$ cat src/rtl/stack_pkg.sv
// Shared definitions for the stack engine: op encodings, FSM states, sizing.
package stack_pkg;
    localparam int DEPTH = 32;
    localparam int SP_W  = 5;
    localparam int CNT_W = 6;

    typedef enum logic [1:0] {
        OP_PUSH = 2'b00,
        OP_POP  = 2'b01,
        OP_PEEK = 2'b10,
        OP_RSVD = 2'b11
    } op_e;

    typedef enum logic {
        IDLE = 1'b0,
        RESP = 1'b1
    } state_e;
endpackage

$ cat src/rtl/stack_engine_if.sv
// Request/response handshake bundle between a client and the stack engine.
interface stack_engine_if #(parameter int DATA_W = 16);
    logic              req_valid;
    logic              req_ready;
    logic [1:0]        req_op;
    logic [DATA_W-1:0] req_data;
    logic              rsp_valid;
    logic              rsp_ready;
    logic [DATA_W-1:0] rsp_data;

    modport master (output req_valid, req_op, req_data, rsp_ready,
                    input  req_ready, rsp_valid, rsp_data);
    modport slave  (input  req_valid, req_op, req_data, rsp_ready,
                    output req_ready, rsp_valid, rsp_data);
endinterface

$ cat src/rtl/stack_mem.sv
// 32-entry register file: one synchronous write port, one asynchronous read
// port. Deliberately not reset so contents survive an engine reset.
module stack_mem
    import stack_pkg::*;
#(
    parameter int DATA_W = 16
) (
    input  logic              clk,
    input  logic              we_i,
    input  logic [SP_W-1:0]   waddr_i,
    input  logic [DATA_W-1:0] wdata_i,
    input  logic [SP_W-1:0]   raddr_i,
    output logic [DATA_W-1:0] rdata_o
);
    logic [DATA_W-1:0] mem_q [DEPTH];

    // Write port
    always_ff @(posedge clk) begin
        if (we_i) mem_q[waddr_i] <= wdata_i;
    end

    assign rdata_o = mem_q[raddr_i];
endmodule

$ cat src/rtl/stack_engine.sv
// LIFO stack engine with push/pop/peek over a valid/ready handshake.
// Peek support is compiled in with `define STACK_ENGINE_PEEK_EN; without it,
// op 10 behaves like the reserved op (sets unf_err, no response).
module stack_engine
    import stack_pkg::*;
#(
    parameter int DATA_W = 16,
    parameter int DEPTH  = stack_pkg::DEPTH
) (
    input  logic            clk,
    input  logic            rst_n,
    stack_engine_if.slave   bus,
    input  logic            err_clr,
    output logic [SP_W-1:0] sp,
    output logic            full,
    output logic            empty,
    output logic            ovf_err,
    output logic            unf_err
);
    state_e            state_q, state_d;
    logic [CNT_W-1:0]  cnt_q, cnt_d;
    logic [DATA_W-1:0] rsp_q, rsp_d;
    logic              ovf_q, ovf_d;
    logic              unf_q, unf_d;
    logic              rdy_en_q;
    logic              acc;
    logic              mem_we;
    logic [DATA_W-1:0] mem_rdata;

    stack_mem #(.DATA_W(DATA_W)) u_mem (
        .clk     (clk),
        .we_i    (mem_we),
        .waddr_i (cnt_q[SP_W-1:0]),
        .wdata_i (bus.req_data),
        .raddr_i (cnt_q[SP_W-1:0] - SP_W'(1)),
        .rdata_o (mem_rdata)
    );

    assign full          = (cnt_q == CNT_W'(DEPTH));
    assign empty         = (cnt_q == '0);
    assign sp            = cnt_q[SP_W-1:0];
    assign ovf_err       = ovf_q;
    assign unf_err       = unf_q;
    // rdy_en_q keeps req_ready low while in reset and until the first edge after.
    assign bus.req_ready = (state_q == IDLE) && rdy_en_q;
    assign bus.rsp_valid = (state_q == RESP);
    assign bus.rsp_data  = rsp_q;
    assign acc           = bus.req_valid && bus.req_ready;

    // Next-state: op decode, count update, response capture; error set beats clear
    always_comb begin
        state_d = state_q;
        cnt_d   = cnt_q;
        rsp_d   = rsp_q;
        mem_we  = 1'b0;
        ovf_d   = err_clr ? 1'b0 : ovf_q;
        unf_d   = err_clr ? 1'b0 : unf_q;
        case (state_q)
            IDLE: begin
                if (acc) begin
                    case (bus.req_op)
                        OP_PUSH: begin
                            if (!full) begin
                                mem_we = 1'b1;
                                cnt_d  = cnt_q + CNT_W'(1);
                            end else begin
                                ovf_d = 1'b1;
                            end
                        end
                        OP_POP: begin
                            state_d = RESP;
                            if (!empty) begin
                                cnt_d = cnt_q - CNT_W'(1);
                                rsp_d = mem_rdata;
                            end else begin
                                rsp_d = '0;
                                unf_d = 1'b1;
                            end
                        end
`ifdef STACK_ENGINE_PEEK_EN
                        OP_PEEK: begin
                            state_d = RESP;
                            if (!empty) begin
                                rsp_d = mem_rdata;
                            end else begin
                                rsp_d = '0;
                                unf_d = 1'b1;
                            end
                        end
`endif
                        default: unf_d = 1'b1;
                    endcase
                end
            end
            RESP: begin
                if (bus.rsp_ready) state_d = IDLE;
            end
            default: state_d = IDLE;
        endcase
    end

    // State registers
    always_ff @(posedge clk or negedge rst_n) begin
        if (!rst_n) begin
            state_q  <= IDLE;
            cnt_q    <= '0;
            rsp_q    <= '0;
            ovf_q    <= 1'b0;
            unf_q    <= 1'b0;
            rdy_en_q <= 1'b0;
        end else begin
            state_q  <= state_d;
            cnt_q    <= cnt_d;
            rsp_q    <= rsp_d;
            ovf_q    <= ovf_d;
            unf_q    <= unf_d;
            rdy_en_q <= 1'b1;
        end
    end
endmodule

$ cat src/flat_wrapper.sv
// flat-port wrapper written by rule: the top's interface ports become plain ports
module stack_engine_flat import stack_pkg::*;
#(
    parameter int DATA_W = 16,
    parameter int DEPTH  = stack_pkg::DEPTH
)
  (clk, rst_n, err_clr, sp, full, empty, ovf_err, unf_err, bus_req_valid, bus_req_op, bus_req_data, bus_rsp_ready, bus_req_ready, bus_rsp_valid, bus_rsp_data);
  stack_engine_if #(.DATA_W(DATA_W)) bus_i ();
  input  logic clk;
  input  logic rst_n;
  input  logic err_clr;
  output logic [SP_W-1:0] sp;
  output logic full;
  output logic empty;
  output logic ovf_err;
  output logic unf_err;
  input wire logic [$bits(bus_i.req_valid)-1:0] bus_req_valid;
  input wire logic [$bits(bus_i.req_op)-1:0] bus_req_op;
  input wire logic [$bits(bus_i.req_data)-1:0] bus_req_data;
  input wire logic [$bits(bus_i.rsp_ready)-1:0] bus_rsp_ready;
  output wire logic [$bits(bus_i.req_ready)-1:0] bus_req_ready;
  output wire logic [$bits(bus_i.rsp_valid)-1:0] bus_rsp_valid;
  output wire logic [$bits(bus_i.rsp_data)-1:0] bus_rsp_data;
  assign bus_i.req_valid = bus_req_valid;
  assign bus_i.req_op = bus_req_op;
  assign bus_i.req_data = bus_req_data;
  assign bus_i.rsp_ready = bus_rsp_ready;
  assign bus_req_ready = bus_i.req_ready;
  assign bus_rsp_valid = bus_i.rsp_valid;
  assign bus_rsp_data = bus_i.rsp_data;
  stack_engine #(.DATA_W(DATA_W), .DEPTH(DEPTH)) u_core (.clk(clk), .rst_n(rst_n), .bus(bus_i), .err_clr(err_clr), .sp(sp), .full(full), .empty(empty), .ovf_err(ovf_err), .unf_err(unf_err));
endmodule
$ cat config.mk
export PLATFORM = sky130hd
export DESIGN_NAME = stack_engine_flat
export DESIGN_NICKNAME = d
export VERILOG_FILES = /design/src/rtl/stack_pkg.sv /design/src/rtl/stack_engine_if.sv /design/src/rtl/stack_mem.sv /design/src/rtl/stack_engine.sv /design/src/flat_wrapper.sv
export SDC_FILE = /design/constraint.sdc
export NUM_CORES = 1
export LEC_CHECK = 0
export CORE_UTILIZATION = 25
export DETAILED_ROUTE_END_ITERATION = 8
export DONT_BUFFER_PORTS = 1
export SYNTH_ARGS = -nofsm -noshare
export SYNTH_HDL_FRONTEND = slang
export SYNTH_SLANG_ARGS = --single-unit
$ cat constraint.sdc
create_clock -name clk -period 8 [get_ports clk]
set_input_delay 1.2 -clock clk [delete_from_list [all_inputs] [get_ports clk]]
set_output_delay 1.2 -clock clk [all_outputs]
set_load 0.005 [all_outputs]
Yosys cells after proc, flatten, opt, wreduce, memory -nomap -nowiden

Memories as Yosys holds them, arrays and structs flattened.
Cells that the tools add are included.

Bits in registers: 26
RAM bits: 512
Input bits: 23
Output and inout port bits: 27
Word-level logic and storage cells: 46
Memories: 1

$add $sub $neg: 3
Equal/unequal tests: 4
Mux-type cells: 24
Bitwise gates (word level): 1
Reduce and logical (&&, ||, !) cells: 7

Memory list:

| name               | depth | bits a word | rd ports | clocked after memory_dff | wr ports | RTL line        | text |
|---|---|---|---|---|---|---|---|
| u_core.u_mem.mem_q | 32    | 16          | 1        | 0                        | 1        | stack_mem.sv:15 | `logic [DATA_W-1:0] mem_q [DEPTH];` |

Operators by type and width:

| operator              | count |
|---|---|
| $mux W1               | 18 |
| $mux W16              | 1 |
| $mux W6               | 2 |
| $pmux W6 S2           | 1 |
| $add A6 B1 Y6 const B | 1 |
| $eq A6 B6 Y1 const B  | 1 |
| $logic_not A6 Y1      | 1 |
| $sub A6 B1 Y6 const B | 1 |
| $reduce_and A5 Y1     | 1 |
| $sub A5 B1 Y5 const B | 1 |
| $ne A2 B2 Y1 const B  | 2 |
| $pmux W1 S2           | 2 |
| $reduce_and A3 Y1     | 1 |
| $eq A2 B1 Y1 const B  | 1 |
| $logic_and A1 B1 Y1   | 2 |
| $logic_not A2 Y1      | 1 |
| $reduce_bool A2 Y1    | 1 |
| $not A1 Y1            | 1 |

Depth between registers and ports, before layout

Depth in word-level cells: 7
Mapped depth: 14
Gate-level depth less buffers: 7

Modules after synthesis

From an unflattened synthesis, not the netlist that was laid out.

Cells, all modules: 1232
Area, all modules: 21493.1 um2

By module, submodules not included:

| module       | times used | cells an instance | area an instance (um2) | seq. area each (um2) |
|---|---|---|---|---|
| stack_mem    | 1          | 1127              | 20215.6                | 15374.7 |
| stack_engine | 1          | 105               | 1277.5                 | 650.6 |

Worst setup path after synthesis

Ideal clock, no wire load.

Kind: register to register
Start: reg u_core.cnt_q[0]
End: mem u_core.u_mem.mem_q[31][0], enable pin
Setup time: 388 ps
Data arrival time: 2864 ps
Required time: 7612 ps
Path slack: 4748 ps
Stages on the path, launching flop included: 12
Buffers on the path: 4
Period minus slack after synthesis: 3252 ps
Cells stage by stage: dfrtp_1 buf_4 buf_6 buf_6 inv_1 ha_1 buf_4 or4b_4 nor2_2 nor4_4 nand2_2 nor2_1

Cells in the longest elaborated chain, start to end: 7

RTL lines:

| element                       | RTL line            | text |
|---|---|---|
| start: declaration            | stack_engine.sv:21  | `logic [CNT_W-1:0] cnt_q, cnt_d;` |
| start signal: assignment      | stack_engine.sv:113 | `cnt_q <= cnt_d;` |
| $eq A6 B6 Y1                  | stack_engine.sv:39  | `assign full = (cnt_q == CNT_W'(DEPTH));` |
| named net full                | flat_wrapper.sv:13  | `output logic full;` |
| $mux W1                       | stack_engine.sv:63  | `if (!full) begin` |
| $mux W1                       | stack_engine.sv:61  | `case (bus.req_op)` |
| $mux W1                       | stack_engine.sv:60  | `if (acc) begin` |
| $mux W1                       | stack_engine.sv:58  | `case (state_q)` |
| $mux W1                       | stack_mem.sv:19     | `if (we_i) mem_q[waddr_i] <= wdata_i;` |
| $mux W1 (not written as such) | stack_mem.sv:19     |  |
| end: declaration              | stack_mem.sv:15     |  |

The timed path passes the listed nets, and every way through them passes these cells.

Worst setup path after layout

Start: reg u_core.cnt_q[0]
End: mem u_core.u_mem.mem_q[5][15], enable pin

Cells in the longest elaborated chain, start to end: 7

RTL lines:

| element                       | RTL line |
|---|---|
| $eq A6 B6 Y1                  | stack_engine.sv:39 |
| $mux W1                       | stack_engine.sv:63 |
| $mux W1                       | stack_engine.sv:61 |
| $mux W1                       | stack_engine.sv:60 |
| $mux W1                       | stack_engine.sv:58 |
| $mux W1                       | stack_mem.sv:19 |
| $mux W1 (not written as such) | stack_mem.sv:19 |

Parallel ways exist; a longest one is shown, timed or not.

==> impl_results.md <==
* Status: completed
* Core Region at around 84000 µm²
* Initial Util at between 20% and 30%
* Die Y at just under 300 µm
* Max Slew Vio Count at 0
* Vias in the first global route at between 10k and 15k
* Yosys cell types at 60
* Finished Cell Area at around 24000 µm²
* Vias/cell at between 4 and 5
* Post-cts sizing count at 0
* Syn Nets at around 1.1k
* #FFs+latches synth at approximately 540
* Routed via count at between 10k and 15k
* GR Util All Layers at 12.1%
* H-tree depth at 2
* Share of cells above drive strength 1 at between 20 and 25%
* Setup TNS at 0 ns
* CTS Root Buffer Type: clkbuf_16
* Largest net degree at the start of global routing at 68
* Postcts setup bufs at 0
* Max-cap violations at 0
* CP Launch Type: flop
* Maximum clock insertion buffer count at 3
* CTS sink count at ~540
* GR peak layer: met2
* DRC at 0
* DP Cell Count at 2184
* Setup Crit Path Kind: reg -> reg
* Fin Clk Skew at ~0.011 ns
* Syn Inst Count at ~1.1k
* WP data required at slightly above 8 ns
* Synth area leader: edfxtp_1
* Fill cells at slightly above 8k
* Area post-placement at 22700 µm²
* TritonCTS clock tree: done
* Cell Area, Synth at 21300 µm²
* Fin crit share at between 40% and 50%
* Wire per inst at between 20 and 25 µm
* GRT Residual Overflow at 0
* Static leakage at 0.00753 µW
* Top cells by area, synth: edfxtp_1 (72%), mux4_2 (13%), dfrtp_1 (3.1%)
* Final wirelength at about 52000 µm
* F_max at between 200 and 300 MHz
* Met1 usage at between 10% and 20%
* Final Core Density at between 20 and 30%
* Slew @ Worst Pin at roughly 1.2 ns
* Worst EP arrival at between 4 and 5 ns
* Post-synthesis sequential area ratio at between 70% and 80%
* Main synth FF type: edfxtp_1
* CTS Hold Bufs at 0
* First-pass GRT wire length at 76000 µm
* PortBufs at 0
* Post-Layout Cell Count at 2282
* GRT met2 Usage at 19.4%
* Final setup vio count at 0
* Total die area at 86500 µm²
* Hold WC Path Type: in -> async
* RSZ-0062 raised after global routing: false
* Die Wd at 294 µm
* Clk_lat worst skew at 0.60 ns
* Ys async rst share at 4.83%
* Remaining antenna violation count at 0
* Nature of the critical path endpoint: flop
* Ports at 50
* Pre-CTS WS at between 3 and 4 ns
* Clock buffer count from CTS at 54
* Final hold viol count at 0
* Worst setup margin at slightly above 4 ns
* Cell Pwr Density at 352 nW/µm²
* Detailed Routing Iterations Pass 1 at 5
* Area Overhead vs Synth at 14.5%
* EDFF count, synth at around 510
* Total Nets Final at around 1.1k
* Worst vdd ir at approximately 380 µV
* Clk slew on worst S/H paths at about 0.060 ns
* Fin crit period at approximately 3.9 ns
* Initial antenna violation count at 2
* Post-synth top area share at 72.1%
* Synth warn at 0
* RD Place Congestion at between 0.7 and 0.8
* CP Max Fanout at 52
* Rel. slew slack at a little over a fifth
* Mean Syn Cell Area at roughly 20 µm²
* M3 GR Usage at 4.34%
* Cell Rows at ~110
* DP HPWL at roughly 31000 µm
* Initial detailed-routing violation count at 1015
logic make-up after synthesis:
kind of cell	synth area share [%]
simple gates	4.63
other cells	0.0176
compound gates	3.77
mux	13.6
fa+ha+maj	0.293
buf+inv	2.02
flops	75.2
xor+xnor	0.534
metal layers:
layer,wire [µm],up-vias
li1,-,4406
met1,21600,5610
met2,24800,328
met3,4780,66
met4,1040,0
met5,0,-
critical path, stage by stage, from the launching register on:
cell and delay (ns):
dfrtp_4 0.40, buf_4 0.78, buf_4 0.96, ha_1 0.30, nand2_2 0.15, nor2_2 0.81
power breakdown:
part | internal, µW | leakage, µW | switching [µW]
Sequential | 3150 | 0.00493 | 142
Clock | 1450 | 0.000853 | 1040
Combinational | 1130 | 0.00175 | 1670
Total | 5730 | 0.00753 | 2850
placed cells by master (no fill, tap or decap), drive strengths merged, types with 2 or more instances in the layout:
cell,count
clkbuf,66
a211oi,16
mux2i,7
ha,5
or2,4
buf,38
nand3b,5
nor4,2
nand3,3
dfrtp,26
clkinv,25
nor2b,17
o32a,2
a21oi,5
bufinv,5
edfxtp,512
xnor2,6
a221oi,15
nand2,131
nor2,42
mux4,125
nand2b,3
o21ai,38
inv,8
nand4,4
xor2,4
a2111oi,15
state kept, by name (all words and copies together), names as in the netlist:
register,flops
u_core.rdy_en_q,1
u_core.bus.rsp_data,16
u_core.u_mem.mem_q,512
u_core.cnt_q,6
u_core.bus.rsp_valid,1
u_core.ovf_err,1
u_core.unf_err,1
metrics by stage:
step / hold WS (ns) / total power [µW]
after floorplan: 0.511 / 5380
after global placement: 0.552 / 6210
after detailed placement: 0.555 / 6210
after CTS: 0.261 / 8690
after global routing: 0.270 / 8940
final: 0.299 / 8580
worst paths after layout:
check	start	end	slack, ns	depth (start not counted)
hold / removal	rst_n	u_core.bus.rsp_data[12]$_DFFE_PN0P_	0.30	0
hold reg to reg	u_core.ovf_err$_DFF_PN0_	u_core.ovf_err$_DFF_PN0_	0.56	2
min in group clk	u_core.ovf_err$_DFF_PN0_	u_core.ovf_err$_DFF_PN0_	0.56	2
max in group asynchronous	rst_n	u_core.bus.rsp_data[8]$_DFFE_PN0P_	7.60	0
setup reg to reg	u_core.cnt_q[0]$_DFFE_PN0P_	u_core.u_mem.mem_q[5][15]$_DFFE_PP_	4.14	5
setup / recovery	u_core.cnt_q[0]$_DFFE_PN0P_	u_core.u_mem.mem_q[5][15]$_DFFE_PP_	4.14	5
cell usage after synthesis (6+ instances only):
cell type / count
a2111oi_0: 6
a221oi_1: 11
o21ai_0: 20
clkbuf_1: 18
nor2_1: 41
nor2b_1: 16
buf_6: 10
edfxtp_1: 512
o21ai_1: 17
a2111oi_2: 9
mux4_2: 125
buf_2: 19
inv_1: 7
mux2i_1: 7
nand2_1: 127
dfrtp_1: 26
a211oi_1: 15
buf_4: 15
cell type report:
type	instances	area [µm²]	area share (%)
sequential	538	16000	65.7
multi-input combinational	467	4920	20.2
clock buffer	66	1460	5.98
tap	1134	1420	5.81
timing repair buffer	38	285	1.17
clock inverter	31	270	1.11
inverter	7	26.3	0.108
antenna	1	2.50	0.0103
(Power assumes the default switching activity.)
